## config.mk

```make
export PLATFORM = sky130hd
export DESIGN_NAME = cv32e40p_cg_ctrl
export DESIGN_NICKNAME = d
export VERILOG_FILES = /design/src/rtl/cv32e40p_cg_ctrl.sv
export SDC_FILE = /design/constraint.sdc
export NUM_CORES = 1
export LEC_CHECK = 0
export BUFFER_PORTS_ARGS = -buffer_cell sky130_fd_sc_hd__buf_2
export CAP_MARGIN = 20
export CORE_MARGIN = 4
export CORE_UTILIZATION = 50
export CTS_CLUSTER_DIAMETER = 150
export DETAILED_ROUTE_END_ITERATION = 16
export PLACE_DENSITY = 0.73
export SLEW_MARGIN = 20
export SYNTH_ARGS = -nofsm -noshare
export SYNTH_HDL_FRONTEND = slang
export SYNTH_SLANG_ARGS = --single-unit
```

## constraint.sdc

```tcl
create_clock -name clk_i -period 2.65 [get_ports clk_i]
set_input_delay 0.53 -clock clk_i [delete_from_list [all_inputs] [get_ports clk_i]]
set_output_delay 0.53 -clock clk_i [all_outputs]
set_load 0.005 [all_outputs]
```

## src/rtl/cv32e40p_cg_ctrl.sv

```systemverilog
`default_nettype none
// +--------------------------------------------------------------------------+
// | cv32e40p_cg_ctrl : idle-driven clock-gate controller (RUN/GATED/WAKE)     |
// | Revision 1.0                                                              |
// +--------------------------------------------------------------------------+
module cv32e40p_cg_ctrl #(
  parameter int unsigned NUM_REQ     = 4,
  parameter int unsigned IDLE_CYCLES = 8,
  parameter int unsigned WAKE_CYCLES = 2
) (
  input  logic               clk_i,
  input  logic               rst_i,
  input  logic [NUM_REQ-1:0] busy_i,
  input  logic               force_en_i,
  input  logic               cnt_clr_i,
  output logic               cg_en_o,
  output logic               clk_ready_o,
  output logic               gated_o,
  output logic [15:0]        gated_cycles_o
);

  typedef enum logic [1:0] {
    RUN   = 2'd0,
    GATED = 2'd1,
    WAKE  = 2'd2
  } state_e;

  localparam logic [7:0] IDLE_LAST = 8'(IDLE_CYCLES - 1);
  localparam logic [7:0] WAKE_LAST = 8'(WAKE_CYCLES - 1);

  state_e      state_q;
  logic [7:0]  idle_cnt_q;
  logic [7:0]  wake_cnt_q;
  logic        cg_en_q;
  logic        clk_ready_q;
  logic        gated_q;
  logic [15:0] gated_cnt_q;
  logic [15:0] gated_cnt_d;
  logic        idle_cycle;

  assign idle_cycle = ~(|busy_i) & ~force_en_i;

  // Outputs are registered alongside the state so they change on the same
  // edge as the transition and never see a combinational path from inputs.
  always_ff @(posedge clk_i) begin
    if (rst_i) begin
      state_q     <= RUN;
      idle_cnt_q  <= '0;
      wake_cnt_q  <= '0;
      cg_en_q     <= 1'b1;
      clk_ready_q <= 1'b1;
      gated_q     <= 1'b0;
    end else begin
      case (state_q)
        RUN: begin
          if (!idle_cycle) begin
            idle_cnt_q <= '0;
          end else if (idle_cnt_q == IDLE_LAST) begin
            state_q     <= GATED;
            idle_cnt_q  <= '0;
            cg_en_q     <= 1'b0;
            clk_ready_q <= 1'b0;
            gated_q     <= 1'b1;
          end else begin
            idle_cnt_q <= idle_cnt_q + 8'd1;
          end
        end
        GATED: begin
          if (!idle_cycle) begin
            state_q    <= WAKE;
            wake_cnt_q <= '0;
            cg_en_q    <= 1'b1;
            gated_q    <= 1'b0;
          end
        end
        WAKE: begin
          // Wake latency is fixed; requester activity cannot shorten or re-gate it.
          if (wake_cnt_q == WAKE_LAST) begin
            state_q     <= RUN;
            idle_cnt_q  <= '0;
            clk_ready_q <= 1'b1;
          end else begin
            wake_cnt_q <= wake_cnt_q + 8'd1;
          end
        end
        default: begin
          state_q     <= RUN;
          idle_cnt_q  <= '0;
          wake_cnt_q  <= '0;
          cg_en_q     <= 1'b1;
          clk_ready_q <= 1'b1;
          gated_q     <= 1'b0;
        end
      endcase
    end
  end

  always_comb begin
    gated_cnt_d = gated_cnt_q;
    if (cnt_clr_i) begin
      gated_cnt_d = '0;
    end else if ((state_q == GATED) && (gated_cnt_q != 16'hFFFF)) begin
      gated_cnt_d = gated_cnt_q + 16'd1;
    end
  end

  always_ff @(posedge clk_i) begin
    if (rst_i) begin
      gated_cnt_q <= '0;
    end else begin
      gated_cnt_q <= gated_cnt_d;
    end
  end

  assign cg_en_o        = cg_en_q;
  assign clk_ready_o    = clk_ready_q;
  assign gated_o        = gated_q;
  assign gated_cycles_o = gated_cnt_q;

endmodule
`default_nettype wire

```

Yosys cells after proc, flatten, opt, wreduce, memory -nomap -nowiden
Index checks and enable logic that the tools add are counted.
Operators by class
  $add $sub $neg: 3
  equality and inequality tests: 10
  muxes and demuxes: 22
  bitwise logic cells: 6
  reductions and logical operators: 9
Operator list (number)
  $pmux W8 S3: 2
  $mux W8: 5
  $add A16 B1 Y16 const B: 1
  $add A8 B1 Y8 const B: 2
  $ne A16 B16 Y1 const B: 1
  $reduce_and A4 Y1: 3
  $ne A2 B2 Y1 const B: 5
  $pmux W1 S3: 3
  $eq A8 B1 Y1 const B: 1
  $eq A8 B3 Y1 const B: 1
  $mux W2: 4
  $mux W1: 7
  $pmux W2 S3: 1
  $not A1 Y1: 5
  $reduce_or A4 Y1: 1
  $reduce_and A3 Y1: 1
  $eq A2 B1 Y1 const B: 1
  $eq A2 B2 Y1 const B: 1
  $logic_not A2 Y1: 1
  $reduce_and A2 Y1: 1
  $reduce_or A2 Y1: 1
  $and A1 B1 Y1: 1
  $logic_and A1 B1 Y1: 1
Storage, ports and cells
  register bits after elaboration: 37
  bits of input ports: 8
  output and inout bits: 19
  logic and storage cells: 57

Logic depth before layout (Yosys ltp)
  depth in word-level cells: 5
  mapped depth: 6
  depth with buffers taken out: 6

Worst setup path after synthesis
No wires, ideal clock.
  kind: in2reg
  start point: in busy_i[3]
  end point: reg idle_cnt_q[0]
  data arrival time: 1862 ps
  required time: 2590 ps
  path slack: 728 ps
  stages on the path: 6
  cells stage by stage: or3_1 -> clkbuf_1 -> nor4_2 -> and2_1 -> buf_6 -> mux2_2
On the way
  cells in the longest elaborated chain, start to end: 5
Ends and longest elaborated chain
  start, declared: line 13  | input logic [NUM_REQ-1:0] busy_i,
  $reduce_or A4 Y1: line 41  | assign idle_cycle = ~(|busy_i) & ~force_en_i;
  $not A1 Y1: line 41
  $and A1 B1 Y1: line 41
  $mux W8: line 56  | if (!idle_cycle) begin
  $pmux W8 S3: line 54  | case (state_q)
  end signal, assigned: line 65  | idle_cnt_q <= idle_cnt_q + 8'd1;
  end, declared: line 32  | logic [7:0] idle_cnt_q;
No other way between the ends.
A chain may end at the register's enable or synchronous reset.

Worst setup path in the final report
  start point: reg wake_cnt_q[0]
  end point: reg idle_cnt_q[6]
On the way
  cells in the longest elaborated chain, start to end: 3
Ends and longest elaborated chain
  start, declared: line 33  | logic [7:0] wake_cnt_q;
  start signal, assigned: line 83  | wake_cnt_q <= wake_cnt_q + 8'd1;
  $eq A8 B1 Y1: line 78  | if (wake_cnt_q == WAKE_LAST) begin
  $ne A2 B2 Y1 (no source line)
  $reduce_and A2 Y1 (no source line)
No other way between the ends.

==> results.ini <==
[floorplanning]
fp.dieH_um=70.20
die_w_um=70.20
io_pins=27
start_util=0.5244
num_rows=22
die-area_um2=4928
core_area_um2=3689

[placed_design]
placed_cell_area_um2=2096
dp.cells=292
finalWeightedCongestion=0.7847
pre_cts_ws_ns=0.4374
portBuffers=26
hpwl_um=2884

[yosys]
netlist.area_leader.share=0.3829
synth_ff_type=dfxtp_1
synth_edf_count=0
synth.area.top_cells=dfxtp_1, or3_1, a21oi_1
synthCells=225
yosys_warnings=0
syn-num-nets=237
async_reset_ff_frac=0
netlist_area_um2=1934
ys_ff_latch=37
syn_avg_cell_area_um2=8.597
yosys.area.top_type=dfxtp_1
synth.distinct_cells=51
seq_area_frac_synth=0.3829

[detailed_routing]
initialDrtViolationCount=132
wl_per_cell_um=13.82
vias=1816
postRouteAntennaNets=0
drt-total-wl_um=4146
drc=0
viasPerCell=6.053
firstDrtPassIters=4

[layout]
num_antenna_cells=0
stdcell_count=300
multi_input_area_um2=1135
synthToLayoutAreaGrowth_pct=12.61
fin_nets=263
fillers=368
final_area_um2=2178
final-seq-area_um2=740.7
layout_common_cells=dfxtp_1, buf_2, nand2_1
final_common_cell=dfxtp_1
final_util=0.5906
drive_above_1_share=0.1905

[global_routing]
grt_max_degree=16
antenna_found_initial=0
grt_pass1_wl_um=7051
grt_pass1_vias=1610
grt_use_total=0.1718
grt.overflow.total=0

[timing]
hold_viol_final=0
post-route-period-util=0.8023
setup_violations=0
period_minus_slack_ns=2.126
clock_skew_ns=0.006228
slew_headroom=0.5694
tns_ns=0
fin_ws_ns=0.5238
worst_slew_pin_slew_ns=0.6458
whs_ns=0.4841
timing.fmax_mhz=470.3
rsz0062_at_grt=no
final_max_slew_viol_count=0

[worst_setup_path]
path_class=register to register
crit_chain=ha_1, or4b_1, nor2_1, o22ai_1, a221o_1
cp_max_fo=8
cpPeakStageDelay_ns=0.48
slowest_stage=or4b_1
setup.worst_path.end_class=register
crit_required_ns=2.83
cp.arrival_ns=2.30
cp-start-kind=register

[clock_tree]
cts.clk_slew.worst_paths_ns=0.08
cts_tree=done
clockBufferDepth=2
cts_setup_buffers=0
cts_made_buffers=5
worst_skew_pair.late_latency_ns=0.29
cts_hold_buf=0
cts_root_buffer=clkbuf_8
h-tree-depth=2
cts_resized=0
cts.sinks=37

[pwr]
peakVddDrop_v=0.0002751
powerDensity_nw_per_um2=441.1
p_leak_nw=0.7764
fin_total_pwr_uw=960.8

[flow_run]
maxCapViolations=0

[min_path]
hold_path_class=register to register

[outcome]
status=complete, no violations

-- logic make-up (layout without fill, tap and decap cells) --
family                   Yosys count  count (layout)  synth area share
XOR/XNOR                           3               3           0.01359
AND/OR/NAND/NOR                  100             100            0.3008
multiplexers                       5               5           0.02652
AO/OA/AOI/OAI                     63              63            0.2199
flip-flops                        37              37            0.3829
buffers and inverters             13              40           0.03040
adder cells (fa/ha/maj)            4               4           0.02587
-- where the power goes --
| part | switching, mW | internal, mW | total, mW |
|---|---|---|---|
| logic | 0.0158 | 0.00791 | 0.0237 |
| registers | 0.000132 | 0.556 | 0.556 |
| clock network | 0.199 | 0.182 | 0.381 |
-- cells in the mapped netlist (2+ instances only) --
cell type  count
or4b_2         2
o31ai_1        4
mux2i_1        4
inv_1          4
a22o_2         2
nor2_1        10
and3_1         4
dfxtp_1       37
nor3_1         5
nand2_1       20
o41ai_1        4
nand3_1        8
nor2b_1        2
nor4b_1        2
o21ai_0       14
nand2b_1       2
ha_1           4
or4_1          3
or3_1         16
and4_1         4
a221o_1        3
o221ai_1       2
and2_1         2
a21oi_1       19
a2111o_1       2
or2_2          3
buf_2          2
clkbuf_1       6
xor2_1         2
nand4_1        8
a211oi_1       2
nor4_1         3
o21a_1         2
-- state kept, by name (all words and copies together), names as in the netlist --
| signal | count |
|---|---|
| gated_cycles_o | 16 |
| idle_cnt_q | 8 |
| wake_cnt_q | 8 |
| state_q | 2 |
| cg_en_o | 1 |
| clk_ready_o | 1 |
| gated_o | 1 |
-- path summary, 6_finish.rpt --
check | startpoint | endpoint | slack [ns] | depth (start not counted)
setup / recovery | wake_cnt_q[0]$_SDFFE_PP0P_ | idle_cnt_q[6]$_SDFFE_PP0P_ | 0.52 | 5
hold / removal | gated_o$_SDFFE_PP0P_ | gated_o$_SDFFE_PP0P_ | 0.48 | 2
setup reg to reg | wake_cnt_q[0]$_SDFFE_PP0P_ | idle_cnt_q[6]$_SDFFE_PP0P_ | 0.52 | 5
hold reg to reg | gated_o$_SDFFE_PP0P_ | gated_o$_SDFFE_PP0P_ | 0.48 | 2
-- area by class of cell --
class / count / area share
inverter: 4 / 0.006893
multi-input combinational: 175 / 0.5210
clock buffer: 6 / 0.03331
tap: 48 / 0.02757
timing repair buffer: 28 / 0.06663
clock inverter: 2 / 0.004595
sequential: 37 / 0.3400
-- worst max-delay path: cells and delay by family (launching register included) --
| family | cells | cell delay, ns |
|---|---|---|
| compound gates | 2 | 0.70 |
| fa+ha+maj | 1 | 0.16 |
| flops | 1 | 0.41 |
| simple gates | 2 | 0.75 |
-- layer usage --
layer / track usage / vias up / part of all wire
met5: 0 / - / 0
met4: 0.07234 / 0 / 0.013
met3: 0.03453 / 5 / 0.040
met2: 0.2844 / 30 / 0.47
met1: 0.2160 / 858 / 0.48
li1: - / 923 / -
No activity file was read; power rests on OpenSTA's default activity.
